File: src/rtl/dcache_controller.sv
// dcache_controller
//   Direct-mapped, write-back, write-allocate L1 data cache for the MEM stage.
//   A hit completes in the same cycle: the read is combinational and the write
//   is committed at the clock edge. A miss raises a stall, writes back a dirty
//   victim if there is one, fills the line, and then the held access looks the
//   line up again and hits.
//
// Ports
//   clk_i, rst_i                  clock, synchronous active-high reset
//   cpu_read_i, cpu_write_i       MemRead / MemWrite (never both high)
//   cpu_addr_i, cpu_data_i        byte address, store data
//   cpu_data_o                    load data (read-hit cycle only, else 0)
//   cpu_stall_o                   combinational pipeline stall
//   mem_req_o, mem_write_o        line request; 1 = write-back, 0 = fill
//   mem_addr_o, mem_data_o        line-aligned address, write-back data
//   mem_data_i, mem_ack_i         fill data, one-cycle acknowledge
module dcache_controller #(
  parameter int SETS      = 16,
  parameter int LINE_BITS = 256
) (
  input  logic                 clk_i,
  input  logic                 rst_i,
  input  logic                 cpu_read_i,
  input  logic                 cpu_write_i,
  input  logic [31:0]          cpu_addr_i,
  input  logic [31:0]          cpu_data_i,
  output logic [31:0]          cpu_data_o,
  output logic                 cpu_stall_o,
  output logic                 mem_req_o,
  output logic                 mem_write_o,
  output logic [31:0]          mem_addr_o,
  output logic [LINE_BITS-1:0] mem_data_o,
  input  logic [LINE_BITS-1:0] mem_data_i,
  input  logic                 mem_ack_i
);

  localparam int IDX_W = $clog2(SETS);
  localparam int TAG_W = 27 - IDX_W;

  typedef enum logic [1:0] {S_IDLE, S_WRITEBACK, S_ALLOCATE} state_t;

  state_t               r_state, w_next;
  logic [SETS-1:0]      r_valid;
  logic [SETS-1:0]      r_dirty;
  logic [TAG_W-1:0]     r_tag  [SETS];
  logic [LINE_BITS-1:0] r_data [SETS];

  logic [IDX_W-1:0]     w_idx;
  logic [TAG_W-1:0]     w_tag;
  logic [2:0]           w_wsel;
  logic [7:0]           w_bitoff;
  logic                 w_access;
  logic                 w_hit;
  logic                 w_wr_hit;
  logic                 w_fill;

  assign w_idx    = cpu_addr_i[4+IDX_W:5];
  assign w_tag    = cpu_addr_i[31:5+IDX_W];
  assign w_wsel   = cpu_addr_i[4:2];
  assign w_bitoff = {w_wsel, 5'b0};
  assign w_access = cpu_read_i | cpu_write_i;
  assign w_hit    = r_valid[w_idx] && (r_tag[w_idx] == w_tag);
  assign w_wr_hit = (r_state == S_IDLE) && cpu_write_i && w_hit;
  assign w_fill   = (r_state == S_ALLOCATE) && mem_ack_i;

  // Outputs are forced to their idle values while reset is asserted so that
  // an interrupted transaction drops its request immediately.
  always_comb begin
    w_next      = r_state;
    cpu_data_o  = '0;
    cpu_stall_o = 1'b0;
    mem_req_o   = 1'b0;
    mem_write_o = 1'b0;
    mem_addr_o  = '0;
    mem_data_o  = '0;
    if (!rst_i) begin
      case (r_state)
        S_IDLE: begin
          if (w_access) begin
            if (w_hit) begin
              if (cpu_read_i) cpu_data_o = r_data[w_idx][w_bitoff +: 32];
            end else begin
              cpu_stall_o = 1'b1;
              w_next = (r_valid[w_idx] && r_dirty[w_idx]) ? S_WRITEBACK : S_ALLOCATE;
            end
          end
        end
        S_WRITEBACK: begin
          cpu_stall_o = 1'b1;
          mem_req_o   = 1'b1;
          mem_write_o = 1'b1;
          mem_addr_o  = {r_tag[w_idx], w_idx, 5'b0};
          mem_data_o  = r_data[w_idx];
          if (mem_ack_i) w_next = S_ALLOCATE;
        end
        S_ALLOCATE: begin
          cpu_stall_o = 1'b1;
          mem_req_o   = 1'b1;
          mem_addr_o  = {w_tag, w_idx, 5'b0};
          if (mem_ack_i) w_next = S_IDLE;
        end
        default: w_next = S_IDLE;
      endcase
    end
  end

  always_ff @(posedge clk_i) begin
    if (rst_i) begin
      r_state <= S_IDLE;
      r_valid <= '0;
      r_dirty <= '0;
    end else begin
      r_state <= w_next;
      if (w_wr_hit) r_dirty[w_idx] <= 1'b1;
      if (w_fill) begin
        r_valid[w_idx] <= 1'b1;
        r_dirty[w_idx] <= 1'b0;
      end
    end
  end

  // Tag and data arrays carry no reset; validity alone decides their use.
  always_ff @(posedge clk_i) begin
    if (!rst_i) begin
      if (w_wr_hit) r_data[w_idx][w_bitoff +: 32] <= cpu_data_i;
      if (w_fill) begin
        r_data[w_idx] <= mem_data_i;
        r_tag[w_idx]  <= w_tag;
      end
    end
  end

endmodule

File: config.mk
export PLATFORM = sky130hd
export DESIGN_NAME = dcache_controller
export DESIGN_NICKNAME = d
export VERILOG_FILES = /design/src/rtl/dcache_controller.sv
export SDC_FILE = /design/constraint.sdc
export NUM_CORES = 2
export LEC_CHECK = 0
export ABC_AREA = 0
export ABC_CLOCK_PERIOD_IN_PS = 9600
export BUFFER_PORTS_ARGS = -buffer_cell sky130_fd_sc_hd__buf_2
export CAP_MARGIN = 20
export CELL_PAD_IN_SITES_DETAIL_PLACEMENT = 1
export CELL_PAD_IN_SITES_GLOBAL_PLACEMENT = 1
export CORE_MARGIN = 4
export CORE_UTILIZATION = 55
export DETAILED_ROUTE_END_ITERATION = 8
export PLACE_DENSITY = 0.77
export SLEW_MARGIN = 20
export SYNTH_ARGS = -nofsm -noshare
export SYNTH_HDL_FRONTEND = slang
export SYNTH_MEMORY_MAX_BITS = 65536
export SYNTH_SLANG_ARGS = --single-unit
File: constraint.sdc
create_clock -name clk_i -period 9.6 [get_ports clk_i]
set_clock_uncertainty 0.05 [all_clocks]
set_input_delay 2.88 -clock clk_i [delete_from_list [all_inputs] [get_ports clk_i]]
set_output_delay 2.88 -clock clk_i [all_outputs]
set_load 0.01 [all_outputs]
==> flow_summary.ini <==
[critical_path]
cp-endpoint = cpu_data_o[31]
cp.required_ns = 6.67
critical_path_class = input pin to output port
rrSetupSlack_ns = 4.05
crit_start = cpu_addr_i[6]
rr_endpoint = r_data[7][150]$_DFFE_PP_
r2r-start = r_tag[5][19]$_DFFE_PP_
arrival_ns = 6.68
cp-start-kind = input pin
r2r_cells = 12
crit_fanout = 40
setup.worst_path.end_class = output port

[pwr]
clkPwrFrac_pct = 42.1
swShare_pct = 22.33
ir_drop_mv = 0.1742
combPwrFrac_pct = 6.2
powerDensity_nw_per_um2 = 203.8
power_leakage_uw = 0.07182
p_int_uw = 32530
p_seq_share_pct = 51.7
power_uw = 41880
p_sw_uw = 9353

[outcome]
outcome = finished, violations left
violations = design-rule violations, negative setup slack

[final_layout]
drive_above_1_share_pct = 36.13
mostFrequentLayoutCells = 4464 x edfxtp_1, 1400 x mux4_2, 639 x buf_2, 449 x clkbuf_16, 388 x buf_4
fin_cells = 13841
layout_commonest_cell = edfxtp_1
area_delta_synth_final_pct = 15.32
nets = 9393
fin_util_pct = 63.84

[yosys]
seq_area_frac_synth_pct = 75.60
syn_area_um2 = 178200
ys_warn_count = 0
ys_seq_elements = 4498
avgSynthCellArea_um2 = 22.35
synth_edf_count = 4464
synthArstFlopShare_pct = 0
synth_cells = 7974
synth_cell_types = 81
ys.flop_type = edfxtp_1

[hold_path]
min_path_type = flop to flop
hold_start = r_dirty[11]$_SDFF_PP0_

[place]
dp.cells = 12912
gp_congestion = 0.9337
io_buffers = 640
hpwlAfterDp_um = 367000

[timing]
setup_ws_ns = -0.01380
drv_slew = 0
tightest_slew_ns = 1.352
hold_violations = 0
slew_headroom_pct = 9.666
setup_tns_ns = -0.01380
setup_viol = 1
fmax_mhz = 104.0
fin_crit_sh_pct = 100.1
layout_min_cycle_time_ns = 9.614

[clock_tree]
cts_sinks = 4498
clock_latency_ns = 1.00
cts_tree = done
cts_root_buffer = clkbuf_16
cts-buffers-inserted = 439
clk_pin_slew_ns = 0.06
cts_buffer_depth = 4
htreeDepth = 5

[global_routing]
grt_pass1_vias = 99115
overflow = 0
antenna_found_initial = 92
grt_first_pass_wirelength_um = 822700
gr-usage-all-layers_pct = 36.17
grt_start_max_net_pins = 130

[floorplanning]
start_util_pct = 55.35
coreArea_um2 = 321900
io_pins = 648
chipHeight_um = 577.2
fp.dieW_um = 577.2
rows = 208
fp.dieArea_um2 = 333200

[detailed_routing]
vias = 98116
first_pass_iters = 7
drc = 1
ant_nets = 0
wire_per_inst_um = 43.63
via_per_inst = 7.089
first_iter_violations = 16733
routed_wl_um = 603900

[job]
maxCapViolations = 0
critical path: stages:
cell,delay (ns)
buf_8,0.17
buf_12,0.30
or2_2,0.22
o22ai_1,0.11
a221oi_1,0.59
o2111ai_1,0.30
o22a_1,0.33
nor4_4,0.32
and4_2,0.33
nand4b_4,0.12
buf_12,0.20
a21oi_1,0.27
buf_4,0.22
buf_2,0.16
layer usage:
metal  part of all wire [%]  up-vias  track usage (%)
met1                     32    51549            45.45
met5                  0.095        -           0.7657
met3                     13     1764            10.75
met2                     47     8728            54.38
li1                       -    36027                -
met4                    8.3       48            25.71
Yosys cell counts, types with 6 or more instances:
master    count  share of area, %
edfxtp_1   4464                75
mux4_2     1400                18
nand2_1     329              0.69
and2_1      262              0.92
clkbuf_1    238              0.50
o21ai_0     185              0.52
nor2_1      141              0.30
a22o_1      134              0.66
buf_2       100              0.28
mux2i_1      99              0.56
buf_1        80              0.17
inv_1        48              0.10
a22oi_1      42              0.18
o21ai_1      41              0.12
buf_4        37              0.16
a21oi_1      34             0.095
a21oi_2      34              0.17
dfxtp_1      34              0.38
nor3_1       29             0.081
mux2_2       28              0.18
buf_6        23              0.15
nand3_1      21             0.059
o21a_1       18             0.076
nand2b_1     15             0.053
o22ai_1      13             0.046
xor2_1       12             0.059
xnor2_1      10             0.049
nor2b_1       7             0.025
a211oi_1      6             0.025
ha_1          6             0.042
cell families after synthesis:
family / count (synthesis) / share of synthesized area (%)
muxes: 1529 / 18.45
other: 1 / 0.002104
AOI/OAI and AO/OA: 557 / 2.134
DFF: 4498 / 75.60
buffers and inverters: 529 / 1.381
and+or+nand+nor: 832 / 2.274
adders and majority gates: 6 / 0.04213
xor gates and xnor gates: 22 / 0.1081
worst min-delay path by stage:
| stage | to | depth (start not counted) |
|---|---|---|
| global route | r_dirty[11]$_SDFF_PP0_ | 1 |
| floorplan | r_valid[0]$_SDFFE_PP0P_ | 2 |
| detailed placement | r_dirty[11]$_SDFF_PP0_ | 1 |
| finish | r_dirty[11]$_SDFF_PP0_ | 1 |
| global placement | r_dirty[10]$_SDFF_PP0_ | 1 |
| CTS | r_dirty[11]$_SDFF_PP0_ | 1 |
final cells by class:
type	instances	area, um2
clock buffers	521	11500
repair buffers	1124	8058
clock inverters	300	2979
fillers	25945	116400
inverters	48	190.2
diodes	94	235.2
flip-flops and latches	4498	134700
well taps	4305	5386
multi-input cells	2951	42430
power by group through the flow:
stage | sequential, uW | combinational, uW | clock [uW]
final | 21700 | 2600 | 17600
after global routing | 21700 | 2650 | 18600
after CTS | 21700 | 2520 | 17700
after detailed placement | 22100 | 2490 | 0
after global placement | 22100 | 2400 | 0
after floorplan | 22100 | 1280 | 0
flip-flops by register name, indices dropped and copies added (netlist names):
name     count
r_data    4096
r_tag      368
r_dirty     16
r_valid     16
r_state      2
timing repair:
item                                    CTS  global route
resized for setup                         1            10
hold buffers                              0             0
buffers inserted                          0             3
gates cloned                              0             1
endpoints found under the setup margin    1             3
through the flow:
step           hold slack, ns  instance area (um2)  worst slack (ns)
6_report               0.4172               205500          -0.01380
5_1_grt                0.4219               205300        -0.0004707
4_1_cts                0.4173               204900           0.01704
3_5_place_dp           0.4036               190400           0.05923
3_3_place_gp           0.3952               190400           0.07051
2_1_floorplan          0.3822               178200            0.6790
Power figures use the tool's default switching activity.
